<file path="src/rtl/fir_mac_serial.sv">
// ---------------------------------------------------------------------------
// fir_mac_serial
//   N-tap signed FIR filter built around a single multiply-accumulate unit.
//   One sample is accepted, then TAPS MAC cycles walk the delay line and the
//   coefficient bank. The last cycle registers the result and pulses
//   out_valid. Coefficients can be rewritten at run time while idle.
//
//   Optional build macro:
//     FIR_SAT_EN - saturate y_out to the OUT_W signed range instead of wrapping.
//
// Ports
//   clk, rst     rising-edge clock, synchronous active-high reset
//   in_valid     x_in holds a sample
//   in_ready     high while idle (combinational from state)
//   x_in         signed input sample, DATA_W bits
//   coef_we      coefficient write strobe
//   coef_addr    tap index to write
//   coef_wdata   signed coefficient value, COEF_W bits
//   coef_err     one-cycle pulse after a dropped write (busy or bad index)
//   out_valid    one-cycle pulse when y_out carries a new result
//   y_out        signed filter output, OUT_W bits, held between results
// ---------------------------------------------------------------------------
module fir_mac_serial #(
   parameter int DATA_W = 8,
   parameter int COEF_W = 8,
   parameter int TAPS   = 4,
   parameter int OUT_W  = 16,
   parameter int SHIFT  = 0
) (
   input  logic                     clk,
   input  logic                     rst,
   input  logic                     in_valid,
   output logic                     in_ready,
   input  logic signed [DATA_W-1:0] x_in,
   input  logic                     coef_we,
   input  logic [$clog2(TAPS)-1:0]  coef_addr,
   input  logic signed [COEF_W-1:0] coef_wdata,
   output logic                     coef_err,
   output logic                     out_valid,
   output logic signed [OUT_W-1:0]  y_out
);

   localparam int ACC_W = DATA_W + COEF_W + $clog2(TAPS);
   localparam int AW    = $clog2(TAPS);

   typedef enum logic {IDLE, MAC} state_t;

   state_t state, state_nxt;

   logic signed [DATA_W-1:0] xline [TAPS];
   logic signed [COEF_W-1:0] coef  [TAPS];
   logic [AW-1:0]            k;
   logic signed [ACC_W-1:0]  acc, prod, sum, s;
   logic signed [OUT_W-1:0]  y_nxt;
   logic                     accept, wr_ok, last;

   assign in_ready = (state == IDLE);
   assign accept   = in_valid && in_ready;
   // Widen the index by one bit so TAPS itself is representable.
   assign wr_ok    = coef_we && (state == IDLE) &&
                     ({1'b0, coef_addr} < (AW+1)'(TAPS));
   assign last     = (k == AW'(TAPS-1));

   // Full-precision product; ACC_W leaves headroom for TAPS worst-case terms.
   assign prod = ACC_W'(coef[k]) * ACC_W'(xline[k]);
   assign sum  = acc + prod;
   assign s    = sum >>> SHIFT;

`ifdef FIR_SAT_EN
   localparam int EXT_W = (ACC_W > OUT_W) ? ACC_W : OUT_W;
   localparam logic signed [EXT_W-1:0] YMAX = EXT_W'((64'sd1 <<< (OUT_W-1)) - 64'sd1);
   localparam logic signed [EXT_W-1:0] YMIN = ~YMAX;

   logic signed [EXT_W-1:0] s_ext;

   always_comb begin
      s_ext = EXT_W'(s);
      y_nxt = OUT_W'(s_ext);
      if (s_ext > YMAX)      y_nxt = OUT_W'(YMAX);
      else if (s_ext < YMIN) y_nxt = OUT_W'(YMIN);
   end
`else
   // Two's-complement wrap: keep the low OUT_W bits.
   assign y_nxt = OUT_W'(s);
`endif

   always_comb begin
      state_nxt = state;
      case (state)
         IDLE: if (accept) state_nxt = MAC;
         MAC:  if (last)   state_nxt = IDLE;
         default:          state_nxt = IDLE;
      endcase
   end

   always_ff @(posedge clk) begin
      if (rst) state <= IDLE;
      else     state <= state_nxt;
   end

   always_ff @(posedge clk) begin
      if (rst) begin
         for (int i = 0; i < TAPS; i++) begin
            xline[i] <= '0;
            coef[i]  <= COEF_W'(i + 1);
         end
         acc       <= '0;
         k         <= '0;
         y_out     <= '0;
         out_valid <= 1'b0;
         coef_err  <= 1'b0;
      end else begin
         out_valid <= 1'b0;
         coef_err  <= coef_we && !wr_ok;
         // A write in the accepting cycle lands before the first MAC read.
         if (wr_ok) coef[coef_addr] <= coef_wdata;
         if (accept) begin
            for (int i = TAPS-1; i > 0; i--) xline[i] <= xline[i-1];
            xline[0] <= x_in;
            acc      <= '0;
            k        <= '0;
         end
         if (state == MAC) begin
            acc <= sum;
            k   <= k + 1'b1;
            if (last) begin
               y_out     <= y_nxt;
               out_valid <= 1'b1;
            end
         end
      end
   end

endmodule

</file>
<file path="config.mk">
export PLATFORM = sky130hd
export DESIGN_NAME = fir_mac_serial
export DESIGN_NICKNAME = d
export VERILOG_FILES = /design/src/rtl/fir_mac_serial.sv
export SDC_FILE = /design/constraint.sdc
export NUM_CORES = 1
export LEC_CHECK = 0
export CORE_MARGIN = 3
export CORE_UTILIZATION = 35
export DETAILED_ROUTE_END_ITERATION = 8
export GPL_ROUTABILITY_DRIVEN = 1
export HOLD_SLACK_MARGIN = 0.06
export PLACE_DENSITY = 0.59
export SETUP_SLACK_MARGIN = 0.2
export SLEW_MARGIN = 20
export SYNTH_ARGS = -nofsm -noshare
export SYNTH_HDL_FRONTEND = slang
export SYNTH_SLANG_ARGS = --single-unit
</file>
<file path="constraint.sdc">
create_clock -name clk -period 12.1 [get_ports clk]
set_clock_uncertainty 0.05 [all_clocks]
set_input_delay 1.815 -clock clk [delete_from_list [all_inputs] [get_ports clk]]
set_output_delay 1.815 -clock clk [all_outputs]
set_load 0.03 [all_outputs]
</file>
# Word level (Yosys, flattened, before mapping)
# Memory sizes are Yosys's and may differ from the RTL's. A register that Yosys moved wholly into a read port is not among the register bits.
# Cells that the tools add are included.
# word_totals
memories	2
reg_bits	39
output_inout_bits	19
in_bits	22
ram_bits	64
# op_classes
multipliers	1
mux	26
bitwise	5
reduce_logical	8
n_eq_ne	1
add_sub_neg	2
# memory_table
memory	words	width	read_ports	rd_ports_with_merged_regs	write_ports	line	source
coef	4	8	1	1	4	51	logic signed [COEF_W-1:0] coef [TAPS];
xline	4	8	4	1	4	50	logic signed [DATA_W-1:0] xline [TAPS];
# op_table
cell	n
8-bit two-way mux	5
18-bit two-way mux	2
18-bit by 16-bit adder with 18-bit output	1
8-bit by 8-bit multiplier with 16-bit output	1
2-bit two-way mux	7
1-bit two-way mux	11
8-bit OR reduction	1
1-bit bitwise OR	4
1-bit logical AND	3
2-bit by 1-bit adder with 2-bit output, second input constant	1
2-bit == test, second input constant	1
1-bit one-hot mux with 2 select lines	1
2-bit AND reduction	1
2-bit nonzero test	1
2-bit OR reduction	1
1-bit logical NOT	1
1-bit inverter	1

# Depth between registers and ports, before layout
# Gate-level depths: netlist of the first run.
# logic_depth
ltp_word	7
depth_mapped	21
mapped_depth_nobuf	20

# Least setup slack after synthesis of the first run
# Ideal clock, no wire load.
# synth_timing
path_type	register to register
start	register with a tool-made name
end	register acc[15]
stages_incl_launch_ff	20
arrival_time_ns	5.268
setup_slack_ns	6.666
path_cell_list	dfxtp_1 > buf_2 > buf_6 > mux4_2 > and2_1 > fa_1 > inv_1 > fa_1 > inv_1 > fa_1 > inv_1 > fa_1 > inv_1 > ha_1 > ha_1 > a21o_1 > a21oi_1 > o221ai_2 > xor2_1 > a22o_1
# synth_lines
element	line	source
to (signal assigned)	124	acc <= sum;
to (decl)	53	logic signed [ACC_W-1:0] acc, prod, sum, s;

==> metrics.cfg, run 1 <==
[run_status]
status=finished clean

[placed_design]
dp_worst_setup_slack_ns=6.21
place.gp.congestion=0.819
dp.final_hpwl_mm=11.5
buffer_ports.inserted=40
place.detailed.instances=909

[timing]
grt_setup_unrepaired=no
final-setup-viol-count=0
tightest_slew_ns=0.710
maxClockFrequency_mhz=172
timing.final.crit_share_pct=48.1
worst_slack_ns=6.28
report.final.slew_viol_count=0
timing.final.hold_violations=0
layout_min_cycle_time_ns=5.82
final.setup.tns_ns=0
slew_headroom_pct=52.6

[setup_path]
timing.critical_path.required_ns=12.30
critical-path-slowest-cell=mux4_2
reg2regPathDepth=17
critPathKind=register to register
timing.rr.end=acc[15]$_SDFFE_PP0N_
worst_path_most_repeated_cell=fa_1
critical_path_arrival_ns=6.02
path_cells=buf_4 > mux4_2 > and2_1 > inv_1 > fa_1 > inv_1 > fa_1 > fa_1 > fa_1 > fa_1 > ha_1 > o21ai_1 > o21ai_1 > nand3_1 > o221ai_2 > xor2_1 > a22o_1
worst_setup_path_end_kind=register
crit_path_max_fanout=14
rrSetupSlack_ns=6.28
critical-path-max-stage-delay_ns=0.62
crit_path_start_kind=register

[clock_tree]
cts-htree-levels=3
clkSinkCount=103
clockRootBuffer=clkbuf_16
cts-hold-fix-buffers=0
cts_setup_buffers=0
cts-root-to-sink-buffers=2
cts_inserted_buffers=9
tritoncts=built
ctsResizeCount=0
clk_pin_slew_ns=0.07
worstSkewPairLatency_ns=0.36

[yosys]
synth-seq-cells=103
synthesis.instances=617
yosys.cell_types.count=51
synthesized_cell_area_um2=7080
syn_nets=748
number_of_warnings_reported_in_the_yosys_synthesis_log=0
synth_enable_flop_cells=64
syn_area_per_cell_um2=11.5
synth_flop_cell=edfxtp_1
ys_async_sr_fraction_pct=0
synth-seq-area-share_pct=38.2

[routing]
firstDrtPassIters=5
remaining_drc_errors=0
vias=4497
finalWirelength_mm=15.4
ant_nets=0
drt_iter0_drc=239
route.detailed.vias_per_inst=4.86
wl_per_cell_um=16.7

[pwr]
vdd_ir_drop_max_v=0.0000895
leakage_nw=3.54
total_power_mw=1.46
power.density_cell_area_nw_per_um2=180

[floorplan]
floorplan.rows=51
core-area_um2=19700
io_pins=41
area_of_the_die_um2=22000
die_h_um=148
floorplan.initialDensity_pct=36.0
die_w_um=148

[worst_hold_path]
holdPathStages=2
holdPathEnd=y_out[7]$_SDFFE_PP0P_
worst_hold_path_type=register to register
startpoint_of_the_worst_hold_path=y_out[7]$_SDFFE_PP0P_

[grt]
first_pass_grt_wire_length_mm=26.1
maximum_number_of_pins_on_one_net_before_global_route_repair=41
antenna_found_initial=0
number_of_global_route_vias_before_repair=4929
globalRouteTotalUtil_pct=15.1
grt-ovfl-total=0

[final_layout]
finalNetCount=786
fin_cells=925
fraction_of_layout_cells_with_a_size_suffix_above_1_pct=8.18
final_core_utilization_pct=41.3
layout-area-overhead-vs-synth_pct=14.5
antenna_cells=0
fillers=1908

[job]
timing.max_cap.violations=0

-- critical path, delay by kind of cell, from the launching register on --
| kind | cells | cell delay, ns |
|---|---|---|
| flip-flops | 1 | 0.44 |
| buffers and inverters | 3 | 0.55 |
| multiplexers | 1 | 0.62 |
| XOR/XNOR | 1 | 0.11 |
| adder cells (fa/ha/maj) | 6 | 2.65 |
| AO/OA/AOI/OAI | 4 | 0.77 |
| AND/OR/NAND/NOR | 2 | 0.51 |
-- cells by family after synthesis --
kind of cell | Yosys count | share of synthesized area, %
compound gates | 64 | 6.59
xor+xnor | 19 | 2.35
fa+ha+maj | 109 | 26.8
buf+inv | 115 | 6.27
flops | 103 | 38.2
mux | 19 | 5.35
simple gates | 188 | 14.5
-- metal layers --
layer / vias up / global-route usage, % / routed length [um]
met4: 0 / 3.83 / 201
met3: 13 / 2.93 / 553
met2: 78 / 24.8 / 7330
li1: 2137 / - / -
met5: - / 0 / 0
met1: 2269 / 20.7 / 7350
-- power by group --
part	internal [mW]	switching [mW]
Clock	0.184	0.139
Combinational	0.301	0.416
Sequential	0.400	0.0159
Total	0.885	0.572
-- cells in the final DEF (no fill, tap or decap), drive strengths merged, types with 2 or more instances in the layout --
cell and instances:
inv 97, fa 71, edfxtp 64, nand2 53
and2 52, and3 42, clkdlybuf4s50 40, dfxtp 39
ha 38, mux4 15, xnor2 15, a21oi 15
nor2 14, o21ai 14, a22o 12, clkbuf 9
nand2b 8, buf 8, a21o 5, nor3 5
or2 4, xor2 4, mux2i 3, nand3 3
nor3b 3, a211oi 2, o21a 2, clkinv 2
bufinv 2, a21boi 2
-- per-stage QoR --
stage | hold slack (ns) | instance area [um2]
detailed placement | 0.398 | 7780
global placement | 0.391 | 7780
CTS | 0.408 | 8110
global route | 0.420 | 8110
finish | 0.406 | 8110
floorplan | 0.375 | 7080
-- state kept, by name, indices dropped and copies added (netlist names), named ones only --
signal,count
coef,32
xline,32
acc,16
y_out,16
k,2
coef_err,1
out_valid,1
state,1
-- cell usage after synthesis (5+ instances only) --
library cell / n / area (um2)
a21o_1: 5 / 37.5
a21oi_1: 15 / 75.1
a22o_1: 12 / 105
and2_1: 52 / 325
and3_1: 42 / 263
clkbuf_1: 15 / 56.3
dfxtp_1: 39 / 781
edfxtp_1: 64 / 1920
fa_1: 71 / 1420
ha_1: 38 / 475
inv_1: 94 / 353
mux4_2: 15 / 338
nand2_1: 53 / 199
nand2b_1: 8 / 50.1
nor2_1: 14 / 52.6
o21ai_0: 7 / 35.0
o21ai_1: 6 / 30.0
xnor2_1: 15 / 131
-- how the worst max path moves through the flow --
stage / start / to / slack, ns
floorplan: register / acc[15]$_SDFFE_PP0N_ / 6.67
global placement: register / acc[15]$_SDFFE_PP0N_ / 6.34
detailed placement: register / acc[15]$_SDFFE_PP0N_ / 6.21
CTS: register / acc[15]$_SDFFE_PP0N_ / 6.19
global route: register / acc[15]$_SDFFE_PP0N_ / 5.87
finish: register / acc[15]$_SDFFE_PP0N_ / 6.28
-- area by class of cell --
type | count | area (um2) | share of cell area, %
clock buffers | 9 | 225 | 2.78
repair buffers | 48 | 460 | 5.68
flip-flops and latches | 103 | 2700 | 33.3
multi-input cells | 399 | 3940 | 48.5
inverters | 94 | 353 | 4.35
clock inverters | 7 | 98.8 | 1.22
well taps | 265 | 332 | 4.09
(Power assumes the default switching activity.)
==> run 2: changes to the inputs <==
==> constraint.sdc (replaced) <==
create_clock -name clk -period 5.65 [get_ports clk]
set_clock_uncertainty 0.05 [all_clocks]
set_input_delay 0.8475 -clock clk [delete_from_list [all_inputs] [get_ports clk]]
set_output_delay 0.8475 -clock clk [all_outputs]
set_load 0.03 [all_outputs]
==> run 2 against run 1 <==
Compared with the run above:
- wire length increased by 4.7%
- first-iteration DRC count decreased by 0.84%
- utilization rose by 2.1 points
- clock-buffer cell count up 1
- global-route usage rose by 0.23 points
- worst hold slack got worse by 0.0017 ns
- total power up 150%
- register-to-register slack worse by 6.0 ns
- fmax grew 8.7%
- critical path depth unchanged
- die area is the same
- cell area rose by 5.2%
- critical endpoint unchanged
==> metrics.cfg, run 2 (same netlist as run 1, synthesis figures left out) <==
[floorplan]
die_h_um=148
area_of_the_die_um2=22000
die_w_um=148
core-area_um2=19700
floorplan.initialDensity_pct=36.0
io_pins=41
floorplan.rows=51

[pwr]
vdd_ir_drop_max_v=0.000219
power.density_cell_area_nw_per_um2=419
leakage_nw=3.68
total_power_mw=3.57

[grt]
number_of_global_route_vias_before_repair=5008
first_pass_grt_wire_length_mm=26.5
globalRouteTotalUtil_pct=15.3
grt-ovfl-total=0
antenna_found_initial=0
maximum_number_of_pins_on_one_net_before_global_route_repair=40

[clock_tree]
tritoncts=built
cts-htree-levels=3
cts_inserted_buffers=9
clkSinkCount=103
clk_pin_slew_ns=0.07
cts-root-to-sink-buffers=2
clockRootBuffer=clkbuf_16
cts-hold-fix-buffers=0
worstSkewPairLatency_ns=0.35

[setup_path]
critPathKind=register to register
critical_path_buf_inv_count=3
timing.critical_path.max_delay_family=adder cells
critical_path_arrival_ns=5.56
worst_setup_path_end_kind=register
worst_path_most_repeated_cell=fa_1
crit_path_start_kind=register
timing.critical_path.required_ns=5.85
critical-path-max-stage-delay_ns=0.64
crit_path_max_fanout=8
path_cells=buf_12 > mux4_2 > and2_4 > fa_1 > inv_1 > fa_1 > inv_1 > fa_1 > fa_1 > fa_2 > ha_4 > o21ai_4 > o21ai_4 > nand3_2 > o221ai_2 > xor2_2 > a22o_1
critical-path-slowest-cell=mux4_2

[routing]
wl_per_cell_um=17.0
firstDrtPassIters=4
finalWirelength_mm=16.2
ant_nets=0
route.detailed.vias_per_inst=4.91
drt_iter0_drc=237
remaining_drc_errors=0
vias=4662

[final_layout]
mostFrequentLayoutCell=inv_1
top_regs=coef: 32 flops, xline: 32 flops
finalNetCount=810
ff_latch_area_um2=2710
antenna_cells=0
fillers=1874
final_cell_mix=94 x inv_1, 68 x fa_1, 64 x edfxtp_1
fraction_of_layout_cells_with_a_size_suffix_above_1_pct=16.4
layout-area-overhead-vs-synth_pct=20.4
area_of_combinational_cells_with_multiple_inputs_um2=4180

[run_status]
status=finished clean

[timing]
timing.final.crit_share_pct=94.8
maxClockFrequency_mhz=187
layout_min_cycle_time_ns=5.35
final-setup-viol-count=0
tightest_slew_ns=0.891
final.setup.tns_ns=0
slew_headroom_pct=40.6
timing.final.hold_violations=0
grt_setup_unrepaired=yes
report.final.slew_viol_count=0

[placed_design]
dp.final_hpwl_mm=11.9
place.gp.congestion=0.865
buffer_ports.inserted=40

[worst_hold_path]
worst_hold_path_type=register to register
startpoint_of_the_worst_hold_path=y_out[8]$_SDFFE_PP0P_

[job]
timing.max_cap.violations=0

## run 2: cell count changes in the layout (fill, tap and decap cells not counted), moves of 3 or more
cell | before | now
buf_4 | 8 | 28
ha_1 | 38 | 29
and2_1 | 52 | 44
ha_4 | 0 | 7
and2_4 | 0 | 6
fa_1 | 71 | 68
fa_2 | 0 | 3
o21ai_1 | 6 | 3
## run 2: area by class of cell
type / instances / area share [%]
multi-input cells: 399 / 49.0
clock inverters: 6 / 0.499
flip-flops and latches: 103 / 31.7
well taps: 265 / 3.89
repair buffers: 72 / 8.06
inverters: 94 / 4.14
clock buffers: 10 / 2.69
## run 2: worst paths after layout
path | endpoint | slack (ns) | cells after the start
hold reg to reg | y_out[8]$_SDFFE_PP0P_ | 0.40 | 2
setup reg to reg | acc[15]$_SDFFE_PP0N_ | 0.30 | 17
hold / removal | y_out[8]$_SDFFE_PP0P_ | 0.40 | 2
setup / recovery | acc[15]$_SDFFE_PP0N_ | 0.30 | 17
## run 2: through the flow
stage / hold slack (ns) / area [um2] / cells / setup WS, ns / utilization (%)
finish: 0.404 / 8530 / 949 / 0.296 / 43.4
global placement: 0.388 / 7880 / 918 / 0.141 / 40.1
global route: 0.423 / 8530 / 949 / 0.112 / 43.4
detailed placement: 0.398 / 7880 / 918 / 0.0630 / 40.1
CTS: 0.407 / 8190 / 938 / 0.218 / 41.7
floorplan: 0.375 / 7080 / 617 / 0.216 / -
## run 2: power by group
group	leakage (nW)	total, mW	switching (mW)	internal [mW]
sequential	0.980	0.891	0.0349	0.856
clock	0.137	0.590	0.288	0.303
combinational	2.56	2.09	1.12	0.969
## run 2: what timing repair did
action                     in CTS  in global routing
gates cloned                    0                  1
setup endpoints to repair       9                 13
buffers inserted                4                 10
pin swaps                       0                 19
gates resized for setup         4                 44
## run 2: layer usage
layer | track usage (%) | routed length (um) | vias up
met5 | 0 | 0 | -
met4 | 3.88 | 233 | 0
met3 | 2.80 | 673 | 15
met2 | 26.2 | 7960 | 106
met1 | 20.3 | 7290 | 2353
li1 | - | - | 2188
## run 2: worst min-delay path, stage by stage (launching register included)
cell and delay [ns]:
dfxtp_1 0.31, nand2_1 0.05, a21oi_1 0.05
